## src/rtl/trade_order_gen.sv

```systemverilog
// Trade logic unit: turns registered buy/sell decisions into single orders on
// a valid/ready egress. It enforces a symmetric net-position limit and a
// post-order cooldown, and counts decisions dropped while busy.
// rst_n asserts asynchronously. Its release is expected to arrive already
// synchronised to clk from the reset tree.
module trade_order_gen #(
  parameter int data_width      = 16,
  parameter int QTY_WIDTH       = 8,
  parameter int ORDER_QTY       = 10,
  parameter int POS_WIDTH       = 16,
  parameter int MAX_POSITION    = 100,
  parameter int COOLDOWN_CYCLES = 4,
  parameter int CNT_WIDTH       = 16
) (
  input  logic                  clk,
  input  logic                  rst_n,
  input  logic                  data_valid_z,
  input  logic                  buy_signal,
  input  logic                  sell_signal,
  input  logic [data_width-1:0] sig_price,
  output logic                  order_valid,
  input  logic                  order_ready,
  output logic                  order_side,
  output logic [QTY_WIDTH-1:0]  order_qty,
  output logic [data_width-1:0] order_price,
  output logic [POS_WIDTH-1:0]  position,
  output logic                  limit_reject,
  output logic [CNT_WIDTH-1:0]  drop_count,
  output logic                  busy
);

  typedef enum logic [1:0] {IDLE, ISSUE, COOLDOWN} state_t;

  localparam int CD_W = (COOLDOWN_CYCLES > 0) ? $clog2(COOLDOWN_CYCLES + 1) : 1;
  localparam logic [CD_W-1:0]             CD_LOAD = CD_W'(COOLDOWN_CYCLES);
  localparam logic signed [POS_WIDTH:0]   QTY_EXT = (POS_WIDTH+1)'(ORDER_QTY);
  localparam logic signed [POS_WIDTH:0]   MAX_EXT = (POS_WIDTH+1)'(MAX_POSITION);
  localparam logic signed [POS_WIDTH-1:0] QTY_POS = POS_WIDTH'(ORDER_QTY);
  localparam logic [QTY_WIDTH-1:0]        QTY_OUT = QTY_WIDTH'(ORDER_QTY);

  state_t                       state, state_nxt;
  logic                         buy_req, sell_req, buy_ok, sell_ok;
  logic                         accept, handshake;
  logic signed [POS_WIDTH-1:0]  pos_q;
  logic signed [POS_WIDTH:0]    pos_ext, pos_up, pos_dn;
  logic                         side_q;
  logic [data_width-1:0]        price_q;
  logic [CD_W-1:0]              cd_cnt;
  logic                         reject_q;
  logic [CNT_WIDTH-1:0]         drop_q;

  // Contradictory or unqualified decisions are ignored entirely.
  assign buy_req  = data_valid_z & buy_signal & ~sell_signal;
  assign sell_req = data_valid_z & sell_signal & ~buy_signal;

  // Limit check on the registered position, one bit wider so it cannot wrap.
  assign pos_ext = {pos_q[POS_WIDTH-1], pos_q};
  assign pos_up  = pos_ext + QTY_EXT;
  assign pos_dn  = pos_ext - QTY_EXT;
  assign buy_ok  = (pos_up <= MAX_EXT);
  assign sell_ok = (pos_dn >= -MAX_EXT);

  assign order_valid  = (state == ISSUE);
  assign handshake    = order_valid & order_ready;
  assign order_qty    = order_valid ? QTY_OUT : '0;
  assign order_side   = side_q;
  assign order_price  = price_q;
  assign position     = pos_q;
  assign limit_reject = reject_q;
  assign drop_count   = drop_q;
  assign busy         = (state != IDLE);

  // State register.
  always_ff @(posedge clk or negedge rst_n) begin
    if (!rst_n) state <= IDLE;
    else        state <= state_nxt;
  end

  // Next-state logic; accept marks a decision that becomes an order.
  always_comb begin
    state_nxt = state;
    accept    = 1'b0;
    case (state)
      IDLE: begin
        if ((buy_req && buy_ok) || (sell_req && sell_ok)) begin
          accept    = 1'b1;
          state_nxt = ISSUE;
        end
      end
      ISSUE: begin
        if (handshake) state_nxt = (COOLDOWN_CYCLES > 0) ? COOLDOWN : IDLE;
      end
      COOLDOWN: begin
        // Leaving on the 1 -> 0 step gives exactly COOLDOWN_CYCLES cycles here.
        if (cd_cnt <= CD_W'(1)) state_nxt = IDLE;
      end
      default: state_nxt = IDLE;
    endcase
  end

  // Order payload, position, cooldown counter, reject pulse and drop counter.
  always_ff @(posedge clk or negedge rst_n) begin
    if (!rst_n) begin
      side_q   <= 1'b0;
      price_q  <= '0;
      pos_q    <= '0;
      cd_cnt   <= '0;
      reject_q <= 1'b0;
      drop_q   <= '0;
    end else begin
      reject_q <= (state == IDLE) && ((buy_req && !buy_ok) || (sell_req && !sell_ok));
      if (accept) begin
        side_q  <= buy_req;
        price_q <= sig_price;
      end
      if (handshake) pos_q <= side_q ? (pos_q + QTY_POS) : (pos_q - QTY_POS);
      if (handshake)
        cd_cnt <= CD_LOAD;
      else if ((state == COOLDOWN) && (cd_cnt != '0))
        cd_cnt <= cd_cnt - 1'b1;
      if ((state != IDLE) && (buy_req || sell_req) && !(&drop_q))
        drop_q <= drop_q + 1'b1;
    end
  end

endmodule

```

## config.mk

```make
export PLATFORM = sky130hd
export DESIGN_NAME = trade_order_gen
export DESIGN_NICKNAME = d
export VERILOG_FILES = /design/src/rtl/trade_order_gen.sv
export SDC_FILE = /design/constraint.sdc
export NUM_CORES = 1
export LEC_CHECK = 0
export CAP_MARGIN = 20
export CORE_MARGIN = 2
export CORE_UTILIZATION = 55
export CTS_CLUSTER_SIZE = 24
export DETAILED_ROUTE_END_ITERATION = 12
export GPL_ROUTABILITY_DRIVEN = 0
export PLACE_DENSITY = 0.95
export SLEW_MARGIN = 20
export SYNTH_ARGS = -nofsm -noshare
export SYNTH_HDL_FRONTEND = slang
export SYNTH_SLANG_ARGS = --single-unit
export TNS_END_PERCENT = 1
```

## constraint.sdc

```tcl
create_clock -name clk -period 8.4 [get_ports clk]
set_clock_uncertainty 0.1 [all_clocks]
set_input_delay 0.84 -clock clk [delete_from_list [all_inputs] [get_ports clk]]
set_output_delay 0.84 -clock clk [all_outputs]
set_load 0.02 [all_outputs]
```

==> results by stage, run 1 <==
Setup path:
- The start point of the critical path is position[1].
- The launch instance of the worst register-to-register path is position[1].
- The end point of the critical path is order_price[4].
- The critical path required time is ~8.5 ns.
- The worst register-to-register path ends at order_price[4].
- Traced cell by cell, the critical path runs through inv_1, ha_1, nor2b_1, nor3_1, a211o_1, a2111oi_0, a32oi_1, o41ai_4, buf_4, mux2_2.
- The depth of the most critical reg-to-reg path is 10.
- The category of the critical setup timing path is reg2reg.
- For the worst setup path, the data arrival time is 3.56 ns.
- For this run, the slowest stage of the critical path takes about 0.67 ns.
- Of all nets on the critical path, the largest fanout is 17.
- The kind of capture point of the worst setup path is a flip-flop.
- The slowest stage of the critical path is the dfrtp_1 cell.
- STA classifies the critical path startpoint as a flip-flop.
- The minimum setup slack among reg-to-reg paths is 4.95 ns.

Drt:
- The top metal layer carrying routed signals is met4.
- Before antenna repair, the detailed router went through 6 iterations.
- After detailed routing, the met2 layer carries 4.81 mm of wire.
- The length of routed met3 wiring is 612 um.
- The average wire per standard cell is 17.9 um.
- The first routing iteration left between 300 and 400 violations.
- The aggregate routed wire length is 9.34 mm.
- In the routed layout, each cell is associated on average with a via count of 6.18.
- The detailed-route wire length on metal 1 is 3.64 mm.
- The number of vias after detailed routing is approximately 3.2k.
- The DRC violations left is 0.
- Once detail routing completed, the nets flagged for antenna violations numbered 0.

Power and ir drop:
- The sequential group share of total power is 31.4%.
- Net switching is between 40% and 50% of the power.
- The power per standard cell area is about 370 nW/um2.
- Of the total power, the clock network draws 9.5%.
- The design internal power is 0.873 mW.
- In this run the static leakage power is 1.93 nW.
- The worst ir drop on vdd is 228 uV.
- The part of the power in combinational logic is 59.1%.
- The switching power of the nets is 0.787 mW.

CTS:
- The cell sitting at the root of the clock tree is a clkbuf_8.
- The number of buffers added to fix hold violations after cts is 0.
- The H-tree was split into 2 levels.
- The total setup buffers inserted after CTS is 0.
- Counting the buffers created by CTS gives 5.
- The later pin in the worst-skew pair is clocked with a latency of ~0.32 ns.
- Counting every sink on the clock net gives 54.
- The TritonCTS clock tree is done.
- The clock input transition at the sequential cells of the worst setup and hold paths is 0.11 ns.
- Once the clock tree was built, the resizer swapped 0 gates to a different size.
- Counting along the longest clock path gives a buffer depth of 2.

Timing:
- The actual slew at the worst max-slew pin is 0.946 ns.
- The clock period could shrink to 3.45 ns.
- The relative max-transition margin is 36.4%.
- The sum of negative setup slack is 0 ns.
- Setup violations remaining at the end of the flow were counted as 0.
- The maximum clock frequency is 290 MHz.
- Setup repair after global routing left no endpoint under its margin.
- The final hold violation count came to 0.
- The final hold slack is a little over 0.4 ns.
- The number of pins with negative max-slew slack in the final report came to 0.
- After layout, the worst path uses 41.1% of the clock period.
- The setup slack of the critical path after layout is 4.95 ns.

Logic synthesis:
- Counting flops and latches in the post-synthesis netlist gives 54.
- The synthesized design contains 0 enable-type register cells.
- The distinct cell type count of the synthesized netlist is 63.
- Yosys attributes the largest share of cell area to dfrtp_1, ha_1, xnor2_1, mux2_4, nand2_1.
- For this run, the register share of the synthesized area comes to between 30% and 40%.
- The count of synthesis-stage warnings from yosys is 0.
- The cell taking the most area after synthesis is dfrtp_1.
- The area of the mapped netlist is 3610 um2.
- After synthesis, the mean cell area works out to 9.42 um2.
- Summed over its instances, the top area cell type makes up approximately 37% of the synthesized netlist area.
- The primary flip-flop cell chosen by synthesis mapping is dfrtp_1.
- For this run, asynchronously set or reset flops after synthesis account for 100%.
- In the post-synthesis netlist, the cell with the most instances is dfrtp_1.
- The synthesized netlist cell count is ~380.
- The commonest cells after synthesis are dfrtp_1, nand2_1, o21ai_0, nor2_1.

Floorplanning:
- The core outline area is ~6300 um2.
- The floorplan step defined a die boundary enclosing between 7000 and 8000 um2.
- The die extent in x is roughly 85 um.
- The initial standard-cell utilization of the core is 56.8%.
- The floorplan die height is 85.0 um.
- between 80 and 90 I/O pins were placed.
- The floorplan has 29 rows.

Final layout:
- The multi-input combinational cell area is ~2100 um2.
- The fill cell total of the finished layout is 415.
- Leaving out filler cells and counting taps, the final layout contains approximately 520.
- The post-layout instance area is 4440 um2.
- The ratio of cells with drive above 1 in the final layout is 8.07%.
- The final layout contains a little under 500 nets.
- The storage element area is 1350 um2.
- From synthesis to final layout, the design area changed by 22.9%.
- The antenna diode instance count is 0.

Global route:
- The number of antenna violations at the first check in global routing is 0.
- The global route total overflow is 0.
- Global routing used 26.1% of the available tracks across all layers.
- Entering global routing, the biggest net connects 55 pins.
- The first global-routing pass estimated 15.2 mm of wire.
- The number of global-route vias before repair is 3120.

Place:
- The placed instance count is 515.
- Timing analysis after detailed placement gives a worst setup slack of 5.04 ns.
- Summed over all nets, the half-perimeter wirelength after detailed placement is 6.63 mm.
- The count of buffers from port buffering is 74.
- The post-placement cell area is between 4000 and 5000 um2.

Outcome:
- The flow ran to the end, and the final reports show no timing, DRC or antenna violations.

Flow run:
- Max-cap violations in this run came to 0.

Hold path:
- The path type of the worst min-delay path is reg2reg.
[through the flow]
stage / power, mW / utilization, %
CTS: 1.65 / 69.9
detailed placement: 1.48 / 68.4
global placement: 1.43 / 68.4
global route: 1.77 / 69.9
floorplan: 1.14 / -
finish: 1.66 / 69.9
[how the worst min path moves through the flow]
stage	to	cells past startpoint	slack (ns)	startpoint
2_1_floorplan	cd_cnt[0]	0	0.44	rst_n
3_5_place_dp	order_price[3]	1	0.40	order_price[3]
3_3_place_gp	drop_count[9]	1	0.38	drop_count[9]
6_report	drop_count[9]	1	0.41	drop_count[9]
4_1_cts	drop_count[9]	1	0.41	drop_count[9]
5_1_grt	drop_count[9]	1	0.44	drop_count[9]
[area by class of cell]
type	count	area share [%]
clock buffers	5	1.55
clock inverters	3	0.592
inverters	16	1.35
multi-input cells	292	46.9
flip-flops and latches	54	30.5
well taps	77	2.17
repair buffers	76	16.9
[cells in the final DEF, fill, tap and decap left out, types with 4 or more instances in the layout]
| master | instances |
|---|---|
| mux2_4 | 9 |
| nor3_1 | 11 |
| nand2b_1 | 5 |
| conb_1 | 7 |
| clkdlybuf4s50_1 | 73 |
| o21ai_0 | 22 |
| nand2_1 | 36 |
| o31ai_1 | 4 |
| xnor2_1 | 20 |
| dfrtp_1 | 54 |
| inv_1 | 16 |
| a21o_1 | 6 |
| ha_1 | 20 |
| nand3_1 | 17 |
| nor2_1 | 21 |
| xor2_1 | 10 |
| nand4_1 | 4 |
| clkbuf_8 | 5 |
| nor4_1 | 4 |
| a21oi_1 | 19 |
| a211oi_1 | 7 |
| mux2_2 | 9 |
[worst max-delay path: cells and delay by family (launching register included)]
family                   cells  cell delay, ns
AO/OA/AOI/OAI                4            1.06
AND/OR/NAND/NOR              2            0.44
adder cells (fa/ha/maj)      1            0.26
multiplexers                 1            0.37
buffers and inverters        2            0.43
flip-flops                   1            0.67
[power by group through the flow]
stage          registers [mW]  clock network (mW)  logic (mW)
2_1_floorplan           0.537                   0       0.606
3_3_place_gp            0.505                   0       0.925
3_5_place_dp            0.516                   0       0.966
4_1_cts                 0.515               0.159       0.974
5_1_grt                 0.539               0.172        1.06
6_report                0.522               0.157       0.981
[registers in the layout (all words and copies together), names as in the netlist]
name          flops
state             2
order_side        1
position         15
drop_count       16
cd_cnt            3
limit_reject      1
order_price      16
[metal layers]
layer / vias up / GRT usage, %
met2: 165 / 45.0
met5: - / 0
met1: 1538 / 33.1
li1: 1495 / -
met3: 32 / 4.28
met4: 0 / 9.52
[kinds of logic after synthesis]
logic type,Yosys count,share of synthesized area [%]
and+or+nand+nor,122,17.4
DFF,54,37.4
adders and majority gates,21,7.49
xor gates and xnor gates,30,7.28
muxes,20,7.11
other,1,0.104
AOI/OAI and AO/OA,92,17.3
buffers and inverters,43,5.82
(Power assumes the default switching activity.)
==> run 2, diff against run 1 <==
--- a/config.mk
+++ b/config.mk
@@ -7,11 +7,11 @@
 export LEC_CHECK = 0
 export CAP_MARGIN = 20
 export CORE_MARGIN = 2
-export CORE_UTILIZATION = 55
+export CORE_UTILIZATION = 46
 export CTS_CLUSTER_SIZE = 24
 export DETAILED_ROUTE_END_ITERATION = 12
 export GPL_ROUTABILITY_DRIVEN = 0
-export PLACE_DENSITY = 0.95
+export PLACE_DENSITY = 0.87
 export SLEW_MARGIN = 20
 export SYNTH_ARGS = -nofsm -noshare
 export SYNTH_HDL_FRONTEND = slang
==> constraint.sdc (replaced) <==
create_clock -name clk -period 2.85 [get_ports clk]
set_clock_uncertainty 0.1 [all_clocks]
set_input_delay 0.285 -clock clk [delete_from_list [all_inputs] [get_ports clk]]
set_output_delay 0.285 -clock clk [all_outputs]
set_load 0.02 [all_outputs]
==> run 2 against run 1 <==
Effect of this change:
- register-to-register slack worse by 4.9 ns
- largest cell class unchanged
- clock power rose to 3.0 times the previous value
- critical path type unchanged
- worst hold slack lost 0.096 ns
- combinational power rose to 3.6 times the previous value
- fmax up 23%
- setup slack worse by 4.9 ns
- wire length decreased by 4.0%
- critical endpoint is now order_price[1]
- sequential power rose to 2.5 times the previous value
==> results by stage, run 2 (synthesis results as in run 1) <==
Floorplanning:
- From left edge to right edge, the die measures 92.6 um.
- The initial standard-cell utilization of the core is 47.2%.
- The floorplan die height is 92.6 um.
- The floorplan step defined a die boundary enclosing 8570 um2.
- After floorplanning, the core was divided into 32 placement rows.
- After floorplanning, the core was sized to cover 7650 um2.
- a little over 80 I/O pins were placed.

Global route:
- The global route total overflow is 0.
- The first global-routing pass estimated 14.9 mm of wire.
- The number of antenna violations at the first check in global routing is 0.
- Entering global routing, the biggest net connects 38 pins.
- The number of global-route vias before repair was between 3k and 4k.
- In the global route stage, overall resource usage came out at 21.5%.

Setup path:
- In this run the register-to-register setup slack is 0.03 ns.
- The slowest library cell on the worst path is or4_4.
- The data arrival at the endpoint of the critical path is roughly 3 ns.
- The kind of capture point of the worst setup path is a flip-flop.
- The dominant delay contributor by cell family on the critical path is compound AO/OA/AOI/OAI gates.
- Together, buffers and inverters on the worst path number 1.
- The largest driver fanout on the critical path is 17.
- The critical path required time is 2.95 ns.
- By startpoint and endpoint, the worst setup path is classified as reg2reg.
- The kind of start point of the critical path is a flip-flop.
- The worst register-to-register path has a depth of 8.
- The highest cell delay on the worst timing path is 0.62 ns.
- Walking the worst path, the cells encountered are or4_4, o41ai_2, nor3_1, a2111oi_2, a32oi_1, o41ai_4, buf_12, mux2_2.
- The worst flop-to-flop path endpoint is order_price[1].
- The launch instance of the worst register-to-register path is position[4].

Drt:
- Before antenna repair, the detailed router went through 4 iterations.
- Once detail routing completed, the nets flagged for antenna violations numbered 0.
- Across all layers, the routed design uses about 3.2k vias.
- The via-per-instance ratio is 5.61.
- In the routed design, unresolved DRC markers number 0.
- The routed design has 8.97 mm of wire.
- The average wire per standard cell is between 15 and 20 um.
- After the first detailed-routing iteration, the DRC count stood at 251.

Power and ir drop:
- The worst ir drop on vdd is ~450 uV.
- The leakage component of the power is 2.08 nW.
- Power spread over the standard cell area amounts to 1100 nW/um2.
- The overall power after layout is 5.30 mW.

Timing:
- The number of pins with negative max-slew slack in the final report is 0.
- After layout, the worst path uses 98.8% of the clock period.
- The relative max-transition margin is 67.1%.
- The smallest clock period supported by the final layout is computed as 2.82 ns.
- The actual slew at the worst max-slew pin is 0.490 ns.
- The total setup violations reported at the end of the flow is 0.
- Final hold analysis gives a worst-case slack of 0.317 ns.
- Setup repair after global routing could not meet its margin everywhere.
- The final hold violation count is 0.
- Based on the critical path, the design can be clocked at up to 355 MHz.

CTS:
- TritonCTS built the clock tree.
- In this run the clock root is driven by a clkbuf_8.
- The clock drives 54 sinks.
- The largest buffer count on any clock path is 2.
- In this run the number of H-tree levels came out at 2.
- The number of clock buffers inserted by TritonCTS is 5.
- After clock tree synthesis, the clock-pin slew on the worst setup and hold paths is 0.11 ns.
- The clock insertion delay at the later pin of the skew report is ~0.32 ns.

Final layout:
- The multi-input combinational cell area is 2200 um2.
- Cells with a size suffix above 1 make up 18.5% of the layout.
- In the final design database the tool counted 517 nets.
- The number of antenna diodes in the final layout is 0.
- The area growth from synthesis to final layout is 33.8%.
- The library cells used most frequently in the layout, excluding fill and tap cells, are clkdlybuf4s50_1, dfrtp_1, nand2_1.
- The storage element area is 1360 um2.
- Counting the fill cells in the layout gives 611.
- The library cell used most frequently in the layout, excluding fill and tap cells, is clkdlybuf4s50_1.

Outcome:
- The run finished with clean final reports.

Hold path:
- The worst hold path belongs to the class in2async.

Flow run:
- The number of max-capacitance violations reported is 0.

Place:
- The count of buffers from port buffering is 74.
- Summed over all nets, the half-perimeter wirelength after detailed placement is 6.78 mm.
-- run 2: cell types whose count changed in the layout (fill, tap and decap cells not counted), moves of 3 or more --
| cell | change |
|---|---|
| inv_1 | -3 |
| dfrtp_2 | +4 |
| a211oi_2 | +3 |
| buf_4 | +25 |
| dfrtp_1 | -4 |
| a211oi_1 | -3 |
-- run 2: worst register-to-register path, cell delays in order, from the launching register on --
cell and delay [ns]:
dfrtp_2 0.42, or4_4 0.62, o41ai_2 0.37, nor3_1 0.12
a2111oi_2 0.22, a32oi_1 0.19, o41ai_4 0.10, buf_12 0.21
mux2_2 0.35
-- run 2: power breakdown --
group          leakage, nW  total, mW  internal, mW  switching [mW]
Combinational         1.35       3.50          1.64            1.85
Sequential           0.681       1.33          1.05           0.284
Clock               0.0478      0.473         0.201           0.272
Total                 2.08       5.30          2.89            2.41
-- run 2: layer usage --
layer	vias up	GRT usage, %	routed length [um]
met4	0	8.96	193
met2	114	34.5	4350
met3	20	3.74	496
li1	1557	-	-
met5	-	0	0
met1	1547	28.8	3930
-- run 2: metrics by stage --
step                area, um2  setup TNS (ns)  util [%]  setup WS, ns  std cells
finish                   4830               0      63.2        0.0350        577
global route             4830          -0.550      63.2       -0.0672        577
CTS                      4760               0      62.3        0.0101        574
detailed placement       4640           -1.86      60.7        -0.134        565
global placement         4640               0      60.7       0.00954        565
floorplan                3730               0         -      0.000737        389
-- run 2: cell type report --
| cell class | instances | share of cell area [%] |
|---|---|---|
| multi-input combinational | 292 | 45.5 |
| sequential | 54 | 28.1 |
| timing repair buffer | 105 | 20.4 |
| tap | 102 | 2.64 |
| clock buffer | 6 | 1.71 |
| inverter | 16 | 1.30 |
| clock inverter | 2 | 0.337 |
-- run 2: repair_timing --
| action | 4_1_cts | 5_1_grt |
|---|---|---|
| setup endpoints to repair | 16 | 17 |
| gates resized for setup | 2 | 10 |
| pin swaps | 0 | 2 |
| setup buffers | 0 | 3 |
| hold endpoints to repair | 17 | 0 |
| hold buffers | 1 | 0 |
-- run 2: worst max-delay path by stage --
stage / start / slack (ns) / depth (start not counted) / to
6_report: position[4] / 0.03 / 8 / order_price[1]
5_1_grt: position[4] / -0.07 / 8 / order_price[1]
3_3_place_gp: position[4] / 0.01 / 8 / order_price[1]
2_1_floorplan: position[1] / 0.0007 / 11 / order_price[10]
4_1_cts: position[4] / 0.01 / 8 / order_price[3]
3_5_place_dp: position[4] / -0.13 / 8 / order_price[8]
